--- src/rtl/batpu_pkg.sv ---
// Shared BatPU2 definitions: sequencer states, opcode constants and control-line indices.
package batpu_pkg;

  typedef enum logic [2:0] {
    ST_IDLE,
    ST_FETCH,
    ST_DECODE,
    ST_EXEC,
    ST_MEM,
    ST_HALT
  } seq_state_t;

  localparam logic [3:0] OP_HLT = 4'b0001;
  localparam logic [3:0] OP_LOD = 4'b1110;
  localparam logic [3:0] OP_STR = 4'b1111;

  localparam int unsigned CL_MEM_WE = 12;
  localparam int unsigned CL_HLT    = 13;

  function automatic logic is_mem_op(input logic [3:0] op);
    return (op == OP_LOD) || (op == OP_STR);
  endfunction

endpackage

--- src/rtl/cpu_sequencer.sv ---
// BatPU2 fetch/decode/execute sequencer: ROM handshake, commit gating of decoder
// control lines, LOD/STR memory handshake with timeout, halt state and retire counter.
module cpu_sequencer
  import batpu_pkg::*;
#(
  parameter int unsigned INSTR_W     = 16,
  parameter int unsigned CNT_W       = 16,
  parameter int unsigned MEM_TIMEOUT = 255
) (
  input  logic               clk,
  input  logic               rst,
  input  logic               run,
  output logic               rom_req,
  input  logic               rom_ack,
  input  logic [INSTR_W-1:0] instr,
  output logic [INSTR_W-1:0] instr_reg,
  output logic [3:0]         opcode,
  input  logic [13:0]        ctrl_in,
  output logic [13:0]        ctrl_out,
  output logic               mem_req,
  input  logic               mem_ack,
  output logic               halted,
  output logic               bus_err,
  output logic [CNT_W-1:0]   retired
);

  localparam int unsigned       TMO_W    = $clog2(MEM_TIMEOUT + 1);
  localparam logic [TMO_W-1:0]  TMO_LAST = TMO_W'(MEM_TIMEOUT - 1);

  seq_state_t         r_state;
  logic [INSTR_W-1:0] r_instr;
  logic [TMO_W-1:0]   r_tmo;
  logic [CNT_W-1:0]   r_retired;
  logic               r_rom_req;
  logic               r_mem_req;
  logic               r_halted;
  logic               r_bus_err;
  logic               w_commit;

  // A memory op commits in the very cycle its ack is sampled, not one later.
  assign w_commit  = (r_state == ST_EXEC) || ((r_state == ST_MEM) && mem_ack);
  assign ctrl_out  = w_commit ? ctrl_in : '0;

  assign instr_reg = r_instr;
  assign opcode    = r_instr[INSTR_W-1 -: 4];
  assign rom_req   = r_rom_req;
  assign mem_req   = r_mem_req;
  assign halted    = r_halted;
  assign bus_err   = r_bus_err;
  assign retired   = r_retired;

  always_ff @(posedge clk) begin
    if (rst) begin
      r_state   <= ST_IDLE;
      r_instr   <= '0;
      r_tmo     <= '0;
      r_retired <= '0;
      r_rom_req <= 1'b0;
      r_mem_req <= 1'b0;
      r_halted  <= 1'b0;
      r_bus_err <= 1'b0;
    end else begin
      case (r_state)
        ST_IDLE: begin
          if (run) begin
            r_state   <= ST_FETCH;
            r_rom_req <= 1'b1;
          end
        end
        ST_FETCH: begin
          if (rom_ack) begin
            r_instr   <= instr;
            r_state   <= ST_DECODE;
            r_rom_req <= 1'b0;
          end
        end
        ST_DECODE: begin
          if (is_mem_op(opcode)) begin
            r_state   <= ST_MEM;
            r_mem_req <= 1'b1;
            r_tmo     <= '0;
          end else begin
            r_state <= ST_EXEC;
          end
        end
        ST_EXEC: begin
          r_retired <= r_retired + CNT_W'(1);
          if (ctrl_in[CL_HLT]) begin
            r_state  <= ST_HALT;
            r_halted <= 1'b1;
          end else begin
            r_state   <= run ? ST_FETCH : ST_IDLE;
            r_rom_req <= run;
          end
        end
        ST_MEM: begin
          // r_tmo counts completed ack-less MEM cycles; the last allowed cycle still accepts an ack.
          if (mem_ack) begin
            r_retired <= r_retired + CNT_W'(1);
            r_mem_req <= 1'b0;
            r_state   <= run ? ST_FETCH : ST_IDLE;
            r_rom_req <= run;
          end else if (r_tmo == TMO_LAST) begin
            r_state   <= ST_HALT;
            r_mem_req <= 1'b0;
            r_halted  <= 1'b1;
            r_bus_err <= 1'b1;
          end else begin
            r_tmo <= r_tmo + TMO_W'(1);
          end
        end
        ST_HALT: begin
          r_state <= ST_HALT;
        end
        default: begin
          r_state   <= ST_IDLE;
          r_rom_req <= 1'b0;
          r_mem_req <= 1'b0;
        end
      endcase
    end
  end

endmodule

--- config.mk ---
export PLATFORM = sky130hd
export DESIGN_NAME = cpu_sequencer
export DESIGN_NICKNAME = d
export VERILOG_FILES = /design/src/rtl/batpu_pkg.sv /design/src/rtl/cpu_sequencer.sv
export SDC_FILE = /design/constraint.sdc
export NUM_CORES = 1
export LEC_CHECK = 0
export ABC_AREA = 1
export BUFFER_PORTS_ARGS = -buffer_cell sky130_fd_sc_hd__buf_2
export CAP_MARGIN = 20
export CORE_UTILIZATION = 45
export DETAILED_ROUTE_END_ITERATION = 8
export GPL_ROUTABILITY_DRIVEN = 0
export PLACE_DENSITY = 0.7
export SLEW_MARGIN = 20
export SYNTH_ARGS = -nofsm -noshare
export SYNTH_HDL_FRONTEND = slang
export SYNTH_SLANG_ARGS = --single-unit
--- constraint.sdc ---
create_clock -name clk -period 1.75 [get_ports clk]
set_input_delay 0.35 -clock clk [delete_from_list [all_inputs] [get_ports clk]]
set_output_delay 0.35 -clock clk [all_outputs]
set_load 0.005 [all_outputs]
==> results of run 1 <==
==> worst reg2reg max path, stage by stage, from the launching register on <==
cell	delay, ns
dfxtp_1	0.39
ha_1	0.18
nand2_1	0.10
nor2_1	0.10
nand2_1	0.07
nor2_1	0.21
nand3_2	0.15
o21ai_0	0.18
nor2_1	0.06
==> routing by layer <==
metal / up-vias / track usage (%)
li1: 1322 / -
met1: 1086 / 25.2
met2: 79 / 33.4
met3: 10 / 5.09
met4: 0 / 7.20
met5: - / 0
==> cell families (layout without fill, tap and decap cells) <==
family                   after synthesis  after routing  synth area share [%]
AND/OR/NAND/NOR                      206            206                  37.2
buffers and inverters                 60            151                  10.7
AO/OA/AOI/OAI                         48             48                  10.1
flip-flops                            47             47                  38.9
XOR/XNOR                               4              4                  1.45
adder cells (fa/ha/maj)                3              3                  1.55
==> cell usage in the layout, fill, tap and decap left out, types with 4 or more instances in the layout <==
cell type  instances
buf_2             88
nor2_1            85
nand2_1           69
dfxtp_1           44
inv_1             42
o21ai_0           26
nand3_1           21
a21oi_1           19
nor2_2             8
buf_4              8
nor2_4             6
clkbuf_8           5
nand3_2            4
inv_2              4
==> power groups by stage <==
| stage | logic (mW) | registers (mW) | clock network [mW] |
|---|---|---|---|
| global route | 0.667 | 1.24 | 0.712 |
| finish | 0.593 | 1.23 | 0.651 |
| floorplan | 0.351 | 1.24 | 0 |
| global placement | 0.528 | 1.24 | 0 |
| detailed placement | 0.540 | 1.24 | 0 |
| CTS | 0.558 | 1.22 | 0.670 |
==> repair_timing <==
action,4_1_cts,5_1_grt
gates resized for setup,5,11
pin swaps,2,2
setup buffers,1,2
endpoints found under the setup margin,14,14
==> final cells by class <==
class | instances | area, µm²
well taps | 70 | 87.6
clock inverters | 2 | 12.5
repair buffers | 96 | 500
multi-input cells | 261 | 1240
inverters | 47 | 184
clock buffers | 6 | 72.6
fillers | 522 | 2090
flip-flops and latches | 47 | 947
==> worst max path at each step <==
| stage | from | to | slack (ns) | cells after the start |
|---|---|---|---|---|
| after detailed placement | r_state[0] | ctrl_out[13] | 0.15 | 7 |
| after global routing | r_state[1] | ctrl_out[10] | -0.01 | 6 |
| after global placement | r_state[0] | ctrl_out[13] | 0.23 | 7 |
| final | r_state[1] | ctrl_out[1] | 0.08 | 6 |
| after floorplan | r_state[0] | ctrl_out[10] | 0.24 | 7 |
| after CTS | r_state[0] | ctrl_out[13] | 0.004 | 6 |
==> impl_results.md, run 1 <==
* Register area share after synthesis at 38.9%
* Cell with the most instances after synthesis: nor2_1
* CTS max path bufs at 2
* Min cycle time layout at ~1.7 ns
* Dpl cells at ~520
* H-tree depth at 2
* Share of cells above drive strength 1 at 28.8%
* CTS root buffer: clkbuf_8
* Worst reg2reg path depth at 8
* Crit path arrival time at roughly 1.3 ns
* M1 WL at 2.55 mm
* Metal2 WL at 2.64 mm
* Worst r2r dst: retired[14]
* DP Wirelength at 4.10 mm
* Crit Path Max Fanout at 19
* Synth Cell Area at around 2400 µm²
* Startpoint Class: flip-flop
* Core Area at about 5100 µm²
* Mean cell area of the mapped netlist at about 6.6 µm²
* CTS Sinks at 47
* Endpoints failing setup at 0
* Slew Viols, Final at 0
* Setup CP Type: reg2out
* P_int at approximately 1.7 mW
* Later-pin clock latency in the skew report at ~0.30 ns
* Setup slack after placement at between 0.15 and 0.2 ns
* Clk slew on worst S/H paths at about 0.09 ns
* CTS tree: done
* Top cells by area, synth: dfxtp_1, nor2_1, nand2_1, inv_1, o21ai_0
* Total grt overflow at 0
* Worst path slowest cell: dfxtp_2
* P_sw at slightly below 800 µW
* Syn Nets at approximately 400
* Leak at between 1 and 1.5 nW
* Via/cell ratio at 4.72
* Wire length on met3 at 361 µm
* Die Span Y at between 70 and 80 µm
* Async set or reset register ratio after synthesis at 0%
* GRT Total Usage at between 20% and 30%
* Post-synthesis cell type count at 30
* Fmax at 597 MHz
* Area Growth Syn to Fin at 26.2%
* CP required at roughly 1.4 ns
* Boundary pin count at 89
* TritonCTS Buffers at 5
* Seq pwr share at 49.6%
* Slew @ Worst Pin at a little over 0.3 ns
* Area of placed instances at roughly 2900 µm²
* Max Cap Viol at 0
* Final worst-path setup slack at 0.0757 ns
* Vias in the first global route at 1976
* Gate power share at roughly a quarter
* Switch share at approximately a third
* Drt total wl at ~5.7 mm
* Min-delay src: instr[15]
* Slowest stage delay, CP at around 0.37 ns
* Average wire per cell in the routed design at 10.7 µm
* Largest net degree at the start of global routing at 31
* Synth Flop Type: dfxtp_1
* Status: finished clean
* Yosys warning total at 0
* Drc violations at 0
* Util after Layout at between 50% and 60%
* Antenna cells at 0
* Crit-path leading delay family: simple AND/OR/NAND/NOR gates
* Worst Clk Skew at about 0.0024 ns
* FF-to-FF setup slack at roughly 0.20 ns
* Pwr Total at ~2.5 mW
* Clock power share at a little over a quarter
* Hold path cells at 3
* Final TNS setup at 0 ns
* Worst-path cell chain: nor2_4 -> nand3_2 -> nand2_4 -> inv_8 -> nor2_1 -> buf_2
* Finished Layout Cells at 529
* Starting DRT DRC Count at a little over 80
* Number of hold buffers added after cts at 0
* Final Hold Fails at 0
* EDFF count, synth at 0
* Period utilization at between 90% and 100%
* WHS at around 0.26 ns
* Worst VDD drop at 0.662 mV
* Drt pass-1 iters at 4
* Port buffer count at slightly below 90
* Row cnt at 26
* Worst reg2reg startpoint: retired[0]
* Initial core utilization at approximately 47%
* HP Class: in2reg
* Max_slew headroom at between 70 and 80%
* Initial antenna violation count at 0
* Most instantiated cells after synthesis: nor2_1, nand2_1, dfxtp_1, inv_1, o21ai_0
* Area leader, netlist: dfxtp_1
* Synth Instances at ~370
* Synthesized flop and latch total at 47
* Nets at just under 500
* Top Metal Used: met4
* Via Count at roughly 2500
* Hold Path Sink: instr_reg[15]
* Die ar. at 5670 µm²
* First-pass GRT wire length at 8.65 mm
* Worst Setup End Kind: output port
* Worst path buffer plus inverter count at 2
* Power Density at between 800 and 900 nW/µm²
* DRT antenna net count at 0
* Post-synth top area share at roughly two fifths
* Post-layout instance area at approximately 3000 µm²
* Die width at 75.3 µm
No activity file was read; power rests on OpenSTA's default activity.
==> run 2: changes to the inputs <==
==> constraint.sdc (replaced) <==
create_clock -name clk -period 1.9 [get_ports clk]
set_input_delay 0.38 -clock clk [delete_from_list [all_inputs] [get_ports clk]]
set_output_delay 0.38 -clock clk [all_outputs]
set_load 0.005 [all_outputs]
==> impl_results.md, run 2 (synthesized netlist as in run 1, its figures left out) <==
* Post-CTS setup buffer count at 0
* Area Growth Syn to Fin at 24.7%
* Endpoints failing setup at 0
* Worst Setup End Kind: output port
* Number of hold buffers added after cts at 0
* Initial core utilization at 47.0%
* DRT antenna net count at 0
* Crit path arrival time at approximately 1.4 ns
* WHS at about 0.30 ns
* Worst Clk Skew at around 0.0058 ns
* GRT Total Usage at approximately a fifth
* Average wire per cell in the routed design at just over 10 µm
* Most frequent cells in the layout: nor2_1, buf_2, nand2_1
* CTS tree: done
* Leak at about 1.5 nW
* Via Count at 2474
* Period utilization at a little over nine tenths
* Boundary pin count at just under 90
* Status: finished clean
* Startpoint Class: flip-flop
* Final Hold Fails at 0
* Worst VDD drop at around 0.46 mV
* Die width at roughly 75 µm
* H-tree depth at 2
* Vias in the first global route at 2074
* CTS root buffer: clkbuf_8
* Core Area at approximately 5000 µm²
* Total grt overflow at 0
* Setup CP Type: reg2out
* Worst-path cell chain: nor2_4 -> nand3_1 -> nand2_4 -> inv_4 -> nor2_1 -> buf_2
* Largest net degree at the start of global routing at 25
* CTS Sinks at 47
* Starting DRT DRC Count at between 100 and 150
* Drt total wl at 5.42 mm
* HP Class: in2reg
* TritonCTS Buffers at 5
* Die Span Y at ~75 µm
* Clk slew on worst S/H paths at ~0.09 ns
* DP Wirelength at between 4 and 5 mm
* Dpl cells at between 500 and 600
* Port buffer count at around 90
* Die ar. at 5670 µm²
* Area of placed instances at approximately 2900 µm²
* Power Density at roughly 750 nW/µm²
* Slew Viols, Final at 0
* Drt pass-1 iters at 4
* CTS max path bufs at 2
* Share of cells above drive strength 1 at a little over a quarter
* Fmax at approximately 560 MHz
* Unrepaired setup endpoints after global routing: no
* Slew @ Worst Pin at 0.334 ns
* Max Cap Viol at 0
* Most common cell after layout, fill and taps aside: nor2_1
* Initial antenna violation count at 0
* Later-pin clock latency in the skew report at around 0.3 ns
* Finished Layout Cells at approximately 530
* Crit Path Max Fanout at 19
* Row cnt at 26
* Min cycle time layout at about 1.8 ns
* Worst path slowest cell: dfxtp_1
* Pwr Total at 2.27 mW
* Drc violations at 0
* Via/cell ratio at between 4 and 5
* FF-to-FF setup slack at about 0.32 ns
* Antenna cells at 0
* Filler instances at between 500 and 600
* Max_slew headroom at 77.7%
* CP required at between 1.5 and 2 ns
* First-pass GRT wire length at between 8 and 9 mm
* Nets at between 400 and 500
* Slowest stage delay, CP at between 0.4 and 0.5 ns
* Post-layout instance area at about 3000 µm²
* Final TNS setup at 0 ns
-- run 2: through the flow --
stage | util (%) | setup WS [ns]
floorplan | - | 0.364
global placement | 56.5 | 0.357
detailed placement | 56.5 | 0.310
CTS | 58.5 | 0.0783
global route | 58.6 | 0.00514
finish | 58.6 | 0.117
-- run 2: power breakdown --
part	internal (mW)	switching [mW]	leakage, nW	total, mW
combinational	0.203	0.295	1.06	0.498
sequential	1.07	0.0581	0.382	1.12
clock	0.298	0.349	0.0474	0.646
total	1.57	0.702	1.49	2.27
-- run 2: worst paths after layout --
| check | from | end | cells past startpoint |
|---|---|---|---|
| min reg2reg | retired[10] | retired[10] | 2 |
| max | r_state[1] | ctrl_out[3] | 6 |
| max reg2reg | retired[0] | retired[12] | 8 |
| min | instr[12] | instr_reg[12] | 3 |
-- run 2: routing by layer --
layer  global-route usage, %  vias to the layer above  share of wire, %
met1                    25.2                     1091                48
met2                    33.8                       66                47
met4                    6.17                        0              0.26
li1                        -                     1315                 -
met5                       0                        -                 0
met3                    3.75                        2               5.1
-- run 2: cell type report --
| cell class | count | area (µm²) | share of cell area (%) |
|---|---|---|---|
| Clock inverter | 2 | 16.3 | 0.540 |
| Clock buffer | 6 | 82.6 | 2.74 |
| Inverter | 47 | 179 | 5.94 |
| Timing Repair Buffer | 92 | 483 | 16.0 |
| Multi-Input combinational cell | 261 | 1220 | 40.4 |
| Tap cell | 70 | 87.6 | 2.91 |
| Sequential cell | 47 | 946 | 31.4 |
-- run 2: what timing repair did --
item                       4_1_cts  5_1_grt
pin swaps                        0        1
resized for setup                2        2
setup endpoints to repair        8        7
-- run 2: worst max-delay path: cells and delay by family, from the launching register on --
family	cells	cell delay [ns]
buf+inv	2	0.30
flops	1	0.47
simple gates	4	0.34
